[src/rtl/divsqrtrecfn_issuer_if.sv]
// Bundle of request, divider and response signals around the div/sqrt issuer.
// The slave modport is the issuer's view; master is the surrounding pipeline/divider view.
interface divsqrtrecfn_issuer_if #(
  parameter int expWidth = 8,
  parameter int sigWidth = 24,
  parameter int tagWidth = 4
);
  localparam int recW = expWidth + sigWidth + 1;

  logic                req_valid;
  logic                req_ready;
  logic                req_sqrtOp;
  logic [recW-1:0]     req_a;
  logic [recW-1:0]     req_b;
  logic [2:0]          req_roundingMode;
  logic [tagWidth-1:0] req_tag;

  logic                div_inReady;
  logic                div_inValid;
  logic                div_sqrtOp;
  logic [recW-1:0]     div_a;
  logic [recW-1:0]     div_b;
  logic [2:0]          div_roundingMode;
  logic                div_outValid;
  logic                div_sqrtOpOut;
  logic [recW-1:0]     div_out;
  logic [4:0]          div_exceptionFlags;

  logic                resp_valid;
  logic                resp_ready;
  logic                resp_sqrtOp;
  logic [recW-1:0]     resp_out;
  logic [4:0]          resp_exceptionFlags;
  logic [tagWidth-1:0] resp_tag;

  logic                protoErr;

  modport slave (
    input  req_valid, req_sqrtOp, req_a, req_b, req_roundingMode, req_tag,
    output req_ready,
    input  div_inReady, div_outValid, div_sqrtOpOut, div_out, div_exceptionFlags,
    output div_inValid, div_sqrtOp, div_a, div_b, div_roundingMode,
    input  resp_ready,
    output resp_valid, resp_sqrtOp, resp_out, resp_exceptionFlags, resp_tag,
    output protoErr
  );

  modport master (
    output req_valid, req_sqrtOp, req_a, req_b, req_roundingMode, req_tag,
    input  req_ready,
    output div_inReady, div_outValid, div_sqrtOpOut, div_out, div_exceptionFlags,
    input  div_inValid, div_sqrtOp, div_a, div_b, div_roundingMode,
    output resp_ready,
    input  resp_valid, resp_sqrtOp, resp_out, resp_exceptionFlags, resp_tag,
    input  protoErr
  );
endinterface

[src/rtl/divsqrtrecfn_issuer.sv]
// Front-end for the iterative divSqrtRecFN unit: accepts tagged requests, issues
// one operation at a time, and returns results through a response FIFO. A FIFO
// slot is reserved before issue so the un-backpressured result pulse is never lost.
module divsqrtrecfn_issuer #(
  parameter int expWidth  = 8,
  parameter int sigWidth  = 24,
  parameter int tagWidth  = 4,
  parameter int respDepth = 2
) (
  input logic                 clock,
  input logic                 nReset,
  divsqrtrecfn_issuer_if.slave io
);
  localparam int recW   = expWidth + sigWidth + 1;
  localparam int cntW   = $clog2(respDepth + 1);
  localparam int ptrW   = (respDepth > 1) ? $clog2(respDepth) : 1;
  localparam int entryW = 1 + recW + 5 + tagWidth;

  typedef enum logic [1:0] {IDLE, ISSUE, BUSY} state_t;

  state_t              state;
  logic [tagWidth-1:0] heldTag;
  logic [cntW-1:0]     count;
  logic [ptrW-1:0]     wrPtr;
  logic [ptrW-1:0]     rdPtr;
  logic [entryW-1:0]   mem [respDepth];

  logic busyDone;
  logic accept;
  logic push;
  logic pop;
  logic reqReady;

  function automatic logic [ptrW-1:0] nextPtr(input logic [ptrW-1:0] p);
    return (p == ptrW'(respDepth - 1)) ? '0 : p + 1'b1;
  endfunction

  assign busyDone = (state == BUSY) && io.div_outValid;
  assign push     = busyDone;
  assign pop      = io.resp_valid && io.resp_ready;
  assign accept   = io.req_valid && reqReady;

  // Credit check: the in-flight op (or the one completing now) must already own a slot,
  // and the new request needs one more; pops in this cycle are not counted.
  always_comb begin
    reqReady = 1'b0;
    if (state == IDLE)
      reqReady = ({1'b0, count} < (cntW + 1)'(respDepth));
    else if (busyDone)
      reqReady = (({1'b0, count} + (cntW + 1)'(1)) < (cntW + 1)'(respDepth));
  end

  assign io.req_ready = reqReady;

  // Issue FSM: latch request, hold it on the divider port until taken, wait for result.
  always_ff @(posedge clock or negedge nReset) begin
    if (!nReset) begin
      state               <= IDLE;
      io.div_inValid      <= 1'b0;
      io.div_sqrtOp       <= 1'b0;
      io.div_a            <= '0;
      io.div_b            <= '0;
      io.div_roundingMode <= '0;
      heldTag             <= '0;
      io.protoErr         <= 1'b0;
    end else begin
      if (io.div_outValid && (state != BUSY))
        io.protoErr <= 1'b1;
      if (busyDone && (io.div_sqrtOpOut != io.div_sqrtOp))
        io.protoErr <= 1'b1;

      if (accept) begin
        io.div_sqrtOp       <= io.req_sqrtOp;
        io.div_a            <= io.req_a;
        io.div_b            <= io.req_b;
        io.div_roundingMode <= io.req_roundingMode;
        heldTag             <= io.req_tag;
        io.div_inValid      <= 1'b1;
        state               <= ISSUE;
      end else begin
        case (state)
          ISSUE: if (io.div_inReady) begin
            io.div_inValid <= 1'b0;
            state          <= BUSY;
          end
          BUSY: if (io.div_outValid) state <= IDLE;
          default: state <= IDLE;
        endcase
      end
    end
  end

  // Response FIFO: capture divider results with their tag, release in order.
  always_ff @(posedge clock or negedge nReset) begin
    if (!nReset) begin
      count <= '0;
      wrPtr <= '0;
      rdPtr <= '0;
      for (int i = 0; i < respDepth; i++) mem[i] <= '0;
    end else begin
      if (push) begin
        mem[wrPtr] <= {io.div_sqrtOpOut, io.div_out, io.div_exceptionFlags, heldTag};
        wrPtr      <= nextPtr(wrPtr);
      end
      if (pop) rdPtr <= nextPtr(rdPtr);
      case ({push, pop})
        2'b10:   count <= count + 1'b1;
        2'b01:   count <= count - 1'b1;
        default: count <= count;
      endcase
    end
  end

  assign io.resp_valid = (count != '0);
  assign {io.resp_sqrtOp, io.resp_out, io.resp_exceptionFlags, io.resp_tag} = mem[rdPtr];
endmodule
[src/flat_wrapper.sv]
// flat-port wrapper written by rule: the top's interface ports become plain ports
module divsqrtrecfn_issuer_flat 
#(
  parameter int expWidth  = 8,
  parameter int sigWidth  = 24,
  parameter int tagWidth  = 4,
  parameter int respDepth = 2
)
  (clock, nReset, io_req_valid, io_req_sqrtOp, io_req_a, io_req_b, io_req_roundingMode, io_req_tag, io_req_ready, io_div_inReady, io_div_outValid, io_div_sqrtOpOut, io_div_out, io_div_exceptionFlags, io_div_inValid, io_div_sqrtOp, io_div_a, io_div_b, io_div_roundingMode, io_resp_ready, io_resp_valid, io_resp_sqrtOp, io_resp_out, io_resp_exceptionFlags, io_resp_tag, io_protoErr);
  divsqrtrecfn_issuer_if #(.expWidth(expWidth), .sigWidth(sigWidth), .tagWidth(tagWidth)) io_i ();
  input logic clock;
  input logic nReset;
  input wire logic [$bits(io_i.req_valid)-1:0] io_req_valid;
  input wire logic [$bits(io_i.req_sqrtOp)-1:0] io_req_sqrtOp;
  input wire logic [$bits(io_i.req_a)-1:0] io_req_a;
  input wire logic [$bits(io_i.req_b)-1:0] io_req_b;
  input wire logic [$bits(io_i.req_roundingMode)-1:0] io_req_roundingMode;
  input wire logic [$bits(io_i.req_tag)-1:0] io_req_tag;
  output wire logic [$bits(io_i.req_ready)-1:0] io_req_ready;
  input wire logic [$bits(io_i.div_inReady)-1:0] io_div_inReady;
  input wire logic [$bits(io_i.div_outValid)-1:0] io_div_outValid;
  input wire logic [$bits(io_i.div_sqrtOpOut)-1:0] io_div_sqrtOpOut;
  input wire logic [$bits(io_i.div_out)-1:0] io_div_out;
  input wire logic [$bits(io_i.div_exceptionFlags)-1:0] io_div_exceptionFlags;
  output wire logic [$bits(io_i.div_inValid)-1:0] io_div_inValid;
  output wire logic [$bits(io_i.div_sqrtOp)-1:0] io_div_sqrtOp;
  output wire logic [$bits(io_i.div_a)-1:0] io_div_a;
  output wire logic [$bits(io_i.div_b)-1:0] io_div_b;
  output wire logic [$bits(io_i.div_roundingMode)-1:0] io_div_roundingMode;
  input wire logic [$bits(io_i.resp_ready)-1:0] io_resp_ready;
  output wire logic [$bits(io_i.resp_valid)-1:0] io_resp_valid;
  output wire logic [$bits(io_i.resp_sqrtOp)-1:0] io_resp_sqrtOp;
  output wire logic [$bits(io_i.resp_out)-1:0] io_resp_out;
  output wire logic [$bits(io_i.resp_exceptionFlags)-1:0] io_resp_exceptionFlags;
  output wire logic [$bits(io_i.resp_tag)-1:0] io_resp_tag;
  output wire logic [$bits(io_i.protoErr)-1:0] io_protoErr;
  assign io_i.req_valid = io_req_valid;
  assign io_i.req_sqrtOp = io_req_sqrtOp;
  assign io_i.req_a = io_req_a;
  assign io_i.req_b = io_req_b;
  assign io_i.req_roundingMode = io_req_roundingMode;
  assign io_i.req_tag = io_req_tag;
  assign io_req_ready = io_i.req_ready;
  assign io_i.div_inReady = io_div_inReady;
  assign io_i.div_outValid = io_div_outValid;
  assign io_i.div_sqrtOpOut = io_div_sqrtOpOut;
  assign io_i.div_out = io_div_out;
  assign io_i.div_exceptionFlags = io_div_exceptionFlags;
  assign io_div_inValid = io_i.div_inValid;
  assign io_div_sqrtOp = io_i.div_sqrtOp;
  assign io_div_a = io_i.div_a;
  assign io_div_b = io_i.div_b;
  assign io_div_roundingMode = io_i.div_roundingMode;
  assign io_i.resp_ready = io_resp_ready;
  assign io_resp_valid = io_i.resp_valid;
  assign io_resp_sqrtOp = io_i.resp_sqrtOp;
  assign io_resp_out = io_i.resp_out;
  assign io_resp_exceptionFlags = io_i.resp_exceptionFlags;
  assign io_resp_tag = io_i.resp_tag;
  assign io_protoErr = io_i.protoErr;
  divsqrtrecfn_issuer #(.expWidth(expWidth), .sigWidth(sigWidth), .tagWidth(tagWidth), .respDepth(respDepth)) u_core (.clock(clock), .nReset(nReset), .io(io_i));
endmodule
[config.mk]
export PLATFORM = sky130hd
export DESIGN_NAME = divsqrtrecfn_issuer_flat
export DESIGN_NICKNAME = d
export VERILOG_FILES = /design/src/rtl/divsqrtrecfn_issuer_if.sv /design/src/rtl/divsqrtrecfn_issuer.sv /design/src/flat_wrapper.sv
export SDC_FILE = /design/constraint.sdc
export NUM_CORES = 1
export LEC_CHECK = 0
export CAP_MARGIN = 0
export CORE_ASPECT_RATIO = 1.75
export CORE_UTILIZATION = 45
export CTS_CLUSTER_DIAMETER = 80
export DETAILED_ROUTE_END_ITERATION = 8
export PLACE_DENSITY = 0.8
export SETUP_SLACK_MARGIN = 0.5
export SLEW_MARGIN = 20
export SYNTH_ARGS = -nofsm -noshare
export SYNTH_HDL_FRONTEND = slang
export SYNTH_SLANG_ARGS = --single-unit
[constraint.sdc]
create_clock -name clock -period 2.5 [get_ports clock]
set_input_delay 0.75 -clock clock [delete_from_list [all_inputs] [get_ports clock]]
set_output_delay 0.75 -clock clock [all_outputs]
set_load 0.01 [all_outputs]
==> out/metrics.yaml, run 1 <==
clocking:
  cts_root_buf: "clkbuf_16"
  cts.clk_slew.worst_paths_ns: 0.07
  cts_sinks: 168
  htreeDepth: 4
  postCtsHoldBufs: 0
  cts_tree: "yes"
  numCtsBuffers: 17
  clkLatencyLatePin_ns: 0.42
  clockBufferDepth: 2
critical_path:
  crit_chain: "buf_6 -> buf_16 -> buf_6 -> mux2_4 -> buf_6"
  critPathMaxStageDelay_ns: 0.46
  required_ns: 1.75
  crit_path_start_kind: "flip-flop"
  critical_path_buf_inv_count: 4
  crit_family: "buffers and inverters"
  slowest_stage: "dfrtp_2"
  reg2reg_depth: 8
  crit-reg2reg-launch: "u_core.count[0]$_DFFE_PN0P_"
  path_common_cell: "buf_6"
  ff2ff_setup_slack_ns: 0.48
  cp.arrival_ns: 1.70
  critPathMaxFanout: 8
  rr_endpoint: "u_core.io.div_a[27]$_DFFE_PN0P_"
  worst-setup-path-type: "reg2out"
  end_kind: "primary output"
layout:
  drive_above_1_share_pct: 42.7
  nFillCells: 1002
  synthToLayoutAreaGrowth_pct: 57.1
  design_area_sq_um: 10700
  final_nets: 817
sta:
  setup_slack_ns: 0.0456
  hold_viol: 0
  post-route-period-util_pct: 98.2
  setup_viol: 0
  max_freq_mhz: 407
  worstMarginPinSlew_ns: 0.548
  fin_skew_ns: 0.0121
  grt_setup_unrepaired: "yes"
  maxSlewViolCount: 0
  fin_crit_ns: 2.45
  setup-tns-final_ns: 0
  relSlewSlack_pct: 63.5
outcome:
  status: "finished clean"
placed_design:
  place_congestion: 0.714
  port_buffers: 235
  dp_slack_ns: -0.418
  dp_hpwl_mm: 11.4
  place_area_sq_um: 9510
global_routing:
  gr-total-overflow: 0
  grt_util_all_layers_pct: 22.8
  grt_start_max_net_pins: 57
  grt_pass1_wl_mm: 26.7
  antenna_found_initial: 0
  grt_pass1_vias: 5243
floorplan:
  die_y_um: 165
  die_area_sq_um: 15600
  initial_core_util_pct: 45.9
  dieWidth_um: 95.0
  num_rows: 59
  core_area_sq_um: 14800
  io_pins: 236
routing:
  drc: 0
  drtPass1Iterations: 4
  drtIter0Drc: 76
  drt-wirelength-per-cell_um: 19.4
  routed_via_density: 5.09
  wl_mm: 17.3
  drtAntennaViolNets: 0
  via_count: 4551
min_path:
  holdCritPathClass: "in2async"
yosys:
  synth-edff-count: 0
  synth_top_area_share_pct: 61.8
  yosysMostFrequentCell: "dfrtp_1"
  ys_seq_area_share_pct: 61.8
  synth_cells: 417
  synth_area_per_cell_sq_um: 16.3
  yosys-top-cells-area: "dfrtp_1, mux2_2, mux2_1"
  synth_common_cells: "dfrtp_1, mux2_2, mux2_1"
  ys_ff_latch: 168
  syn_area_sq_um: 6810
  async_flop_share_pct: 100
  syn_nets: 537
  synthFlopType: "dfrtp_1"
  synth_top_area_cell: "dfrtp_1"
  synth_cell_types: 23
  yosysWarnings: 0
power_and_ir_drop:
  p_leak_uw: 0.00488
  power.density_nw_per_um2: 1340
  total_power_uw: 14400
  vdd_drop_max_uv: 770
job:
  drv_cap: 0
## per-layer routing
metal,vias to the layer above,part of all wire (%),track usage [%],routed length (um)
li1,2048,-,-,-
met1,2327,36,24.5,6290
met2,149,57,42.3,9800
met3,27,5.1,5.76,886
met4,0,2.0,8.26,354
met5,-,0,0,0
## worst max-delay path by stage
stage,start,endpoint,slack [ns],depth (start not counted)
4_1_cts,u_core.rdPtr$_DFFE_PN0P_,io_resp_tag[2],0.03,4
3_3_place_gp,io_div_outValid,io_req_ready,-0.41,4
2_1_floorplan,u_core.rdPtr$_DFFE_PN0P_,io_resp_exceptionFlags[0],0.44,3
3_5_place_dp,io_div_outValid,io_req_ready,-0.42,4
5_1_grt,u_core.rdPtr$_DFFE_PN0P_,io_resp_out[32],0.02,5
6_report,u_core.rdPtr$_DFFE_PN0P_,io_resp_out[32],0.05,5
## cell families after synthesis
logic type	after synthesis	synth area share [%]
AND/OR/NAND/NOR	12	1.16
buffers and inverters	22	1.75
XOR/XNOR	6	0.772
AO/OA/AOI/OAI	5	0.772
adder cells (fa/ha/maj)	1	0.184
flip-flops	168	61.8
multiplexers	203	33.6
## timing repair
item / CTS / global route
setup buffers: 19 / 0
setup endpoints to repair: 191 / 86
pin swaps: 2 / 1
cloned: 10 / 1
gates resized for setup: 359 / 13
## per-stage QoR
stage          cells  util [%]  hold slack (ns)
2_1_floorplan    417         -            0.454
3_3_place_gp     831      64.1            0.456
3_5_place_dp     831      64.1            0.464
4_1_cts          892      71.6            0.307
5_1_grt          893      72.0            0.319
6_report         894      72.0            0.301
## cell type report
class | count | area [sq um] | share of cell area [%]
Antenna cell | 1 | 2.50 | 0.0234
Clock buffer | 18 | 429 | 4.02
Clock inverter | 14 | 174 | 1.63
Inverter | 1 | 3.75 | 0.0351
Multi-Input combinational cell | 227 | 2670 | 25.0
Sequential cell | 168 | 4210 | 39.4
Tap cell | 183 | 229 | 2.14
Timing Repair Buffer | 282 | 2970 | 27.8
## power by group
part | internal, uW | leakage [uW] | switching (uW)
sequential | 4070 | 0.00202 | 753
clock | 1530 | 0.000295 | 1180
combinational | 4270 | 0.00256 | 2570
total | 9870 | 0.00488 | 4500
## layout by cell type, fill, tap and decap left out, types with 2 or more instances in the layout
cell / instances
buf_12: 10
buf_2: 10
clkdlybuf4s50_1: 115
dfrtp_1: 166
buf_6: 48
o21ai_0: 2
bufinv_16: 2
mux2_2: 124
mux2_1: 34
dlygate4sd2_1: 73
buf_4: 15
buf_16: 9
mux2_4: 45
clkbuf_16: 18
inv_6: 7
nand3b_1: 2
inv_8: 4
dfrtp_2: 2
xnor2_1: 3
nand2b_1: 2
xor2_1: 3
## state kept, by name, summed over array words and instances, names as in the netlist
name	flops
u_core.mem	86
u_core.io.div_inValid	1
u_core.io.protoErr	1
u_core.io.div_a	33
u_core.wrPtr	1
u_core.heldTag	4
u_core.io.div_roundingMode	3
u_core.state	2
u_core.rdPtr	1
u_core.io.div_b	33
u_core.io.div_sqrtOp	1
u_core.count	2
(Power assumes the default switching activity.)
==> inputs of run 2 (changes only) <==
--- a/config.mk
+++ b/config.mk
@@ -6,11 +6,13 @@
 export NUM_CORES = 1
 export LEC_CHECK = 0
 export CAP_MARGIN = 0
+export CELL_PAD_IN_SITES_DETAIL_PLACEMENT = 1
+export CELL_PAD_IN_SITES_GLOBAL_PLACEMENT = 1
 export CORE_ASPECT_RATIO = 1.75
-export CORE_UTILIZATION = 45
+export CORE_UTILIZATION = 36
 export CTS_CLUSTER_DIAMETER = 80
 export DETAILED_ROUTE_END_ITERATION = 8
-export PLACE_DENSITY = 0.8
+export PLACE_DENSITY_LB_ADDON = 0.1
 export SETUP_SLACK_MARGIN = 0.5
 export SLEW_MARGIN = 20
 export SYNTH_ARGS = -nofsm -noshare
==> run 2 against run 1 <==
  * Die area up 25%
  * Hold slack better by 0.0013 ns
  * Clock skew down 0.0052 ns
  * Clock power up 3%
  * Sequential power about the same
  * Critical endpoint is now io_resp_out[15]
==> out/metrics.yaml, run 2 (synthesis results as in run 1) <==
critical_path:
  end_kind: "primary output"
  rr_endpoint: "u_core.io.div_b[11]$_DFFE_PN0P_"
  ff2ff_setup_slack_ns: 0.45
  critical_path_buf_inv_count: 4
  critPathMaxFanout: 7
  worst-setup-path-type: "reg2out"
  crit-reg2reg-launch: "u_core.count[0]$_DFFE_PN0P_"
  cp.arrival_ns: 1.65
  crit_chain: "buf_6 -> buf_6 -> buf_16 -> mux2_4 -> buf_6"
  crit_path_start_kind: "flip-flop"
  critPathMaxStageDelay_ns: 0.43
  crit_family: "buffers and inverters"
  reg2reg_depth: 8
  slowest_stage: "dfrtp_2"
  path_common_cell: "buf_6"
  required_ns: 1.75
power_and_ir_drop:
  power.density_nw_per_um2: 1350
  total_power_uw: 14800
  vdd_drop_max_uv: 603
  p_leak_uw: 0.00494
sta:
  setup_slack_ns: 0.100
  fin_skew_ns: 0.00690
  worstMarginPinSlew_ns: 0.598
  hold_viol: 0
  maxSlewViolCount: 0
  setup-tns-final_ns: 0
  relSlewSlack_pct: 60.1
  setup_viol: 0
  grt_setup_unrepaired: "yes"
  post-route-period-util_pct: 96.0
  max_freq_mhz: 417
  fin_crit_ns: 2.40
floorplan:
  num_rows: 66
  initial_core_util_pct: 36.6
  die_area_sq_um: 19500
  io_pins: 236
  core_area_sq_um: 18600
  die_y_um: 184
  dieWidth_um: 106
layout:
  final_common_cell: "dfrtp_1"
  final_cell_mix: "dfrtp_1, mux2_2, clkdlybuf4s50_1"
  max_flop_register: "u_core.mem"
  largest_register_ff_count: 86
  drive_above_1_share_pct: 45.9
  synthToLayoutAreaGrowth_pct: 60.1
  reg_top3: "u_core.mem x86, u_core.io.div_a x33, u_core.io.div_b x33"
  diodes: 0
  final_nets: 815
clocking:
  cts_tree: "yes"
  cts.clk_slew.worst_paths_ns: 0.06
  numCtsBuffers: 17
  clkLatencyLatePin_ns: 0.42
  clockBufferDepth: 2
  cts_root_buf: "clkbuf_16"
  postCtsHoldBufs: 0
  htreeDepth: 4
  cts_sinks: 168
placed_design:
  port_buffers: 235
  place_congestion: 0.731
  dp_hpwl_mm: 12.8
  dp_slack_ns: -0.435
routing:
  via_count: 4561
  drtPass1Iterations: 4
  wl_mm: 19.1
  drc: 0
  drtAntennaViolNets: 0
  drt-wirelength-per-cell_um: 20.3
  drtIter0Drc: 94
  routed_via_density: 4.84
global_routing:
  antenna_found_initial: 0
  grt_util_all_layers_pct: 20.1
  gr-total-overflow: 0
  grt_pass1_wl_mm: 29.4
  grt_pass1_vias: 5392
  grt_start_max_net_pins: 58
job:
  drv_cap: 0
min_path:
  holdCritPathClass: "in2async"
outcome:
  status: "finished clean"
run 2: cell count changes in the layout (fill, tap and decap cells not counted), sizes merged, moves of 2 or more:
| cell | previous run | this run |
|---|---|---|
| clkbuf | 20 | 22 |
| bufinv | 2 | 4 |
| buf | 92 | 89 |
| inv | 12 | 1 |
| clkinvlp | 1 | 3 |
run 2: power breakdown:
| group | leakage, uW | internal, uW | switching [uW] | total (uW) |
|---|---|---|---|---|
| combinational | 0.00263 | 4530 | 2630 | 7160 |
| sequential | 0.00202 | 4080 | 741 | 4820 |
| clock | 0.000292 | 1730 | 1050 | 2780 |
run 2: how the worst max path moves through the flow:
| stage | from | endpoint | slack, ns | cells past startpoint |
|---|---|---|---|---|
| 3_5_place_dp | io_div_outValid | io_req_ready | -0.44 | 4 |
| 4_1_cts | u_core.rdPtr$_DFFE_PN0P_ | io_resp_out[15] | 0.07 | 5 |
| 5_1_grt | u_core.rdPtr$_DFFE_PN0P_ | io_resp_out[25] | 0.05 | 4 |
| 3_3_place_gp | io_div_outValid | io_req_ready | -0.42 | 4 |
| 6_report | u_core.rdPtr$_DFFE_PN0P_ | io_resp_out[15] | 0.10 | 5 |
| 2_1_floorplan | u_core.rdPtr$_DFFE_PN0P_ | io_resp_exceptionFlags[0] | 0.44 | 3 |
run 2: layout make-up:
cell class	count	area, sq um
flip-flops and latches	168	4210
fillers	1786	7680
multi-input cells	227	2750
well taps	238	298
clock inverters	8	148
clock buffers	20	467
inverters	1	3.75
repair buffers	280	3030
run 2: per-stage QoR:
step	instances	cell area (sq um)	util (%)	hold slack, ns
floorplan	417	6810	-	0.454
global placement	894	9660	52.0	0.454
detailed placement	894	9660	52.0	0.457
CTS	940	10600	57.1	0.318
global route	942	10900	58.7	0.327
finish	942	10900	58.7	0.303
run 2: what timing repair did:
action | in CTS | in global routing
setup endpoints to repair | 190 | 118
pin swaps | 2 | 1
gates resized for setup | 340 | 62
cloned | 6 | 2
setup buffers | 12 | 0
run 2: routing by layer:
| metal | up-vias | GRT usage (%) | part of all wire, % |
|---|---|---|---|
| li1 | 2031 | - | - |
| met1 | 2369 | 20.7 | 35 |
| met2 | 142 | 38.3 | 58 |
| met3 | 19 | 5.85 | 5.5 |
| met4 | 0 | 6.50 | 1.7 |
| met5 | - | 0 | 0 |
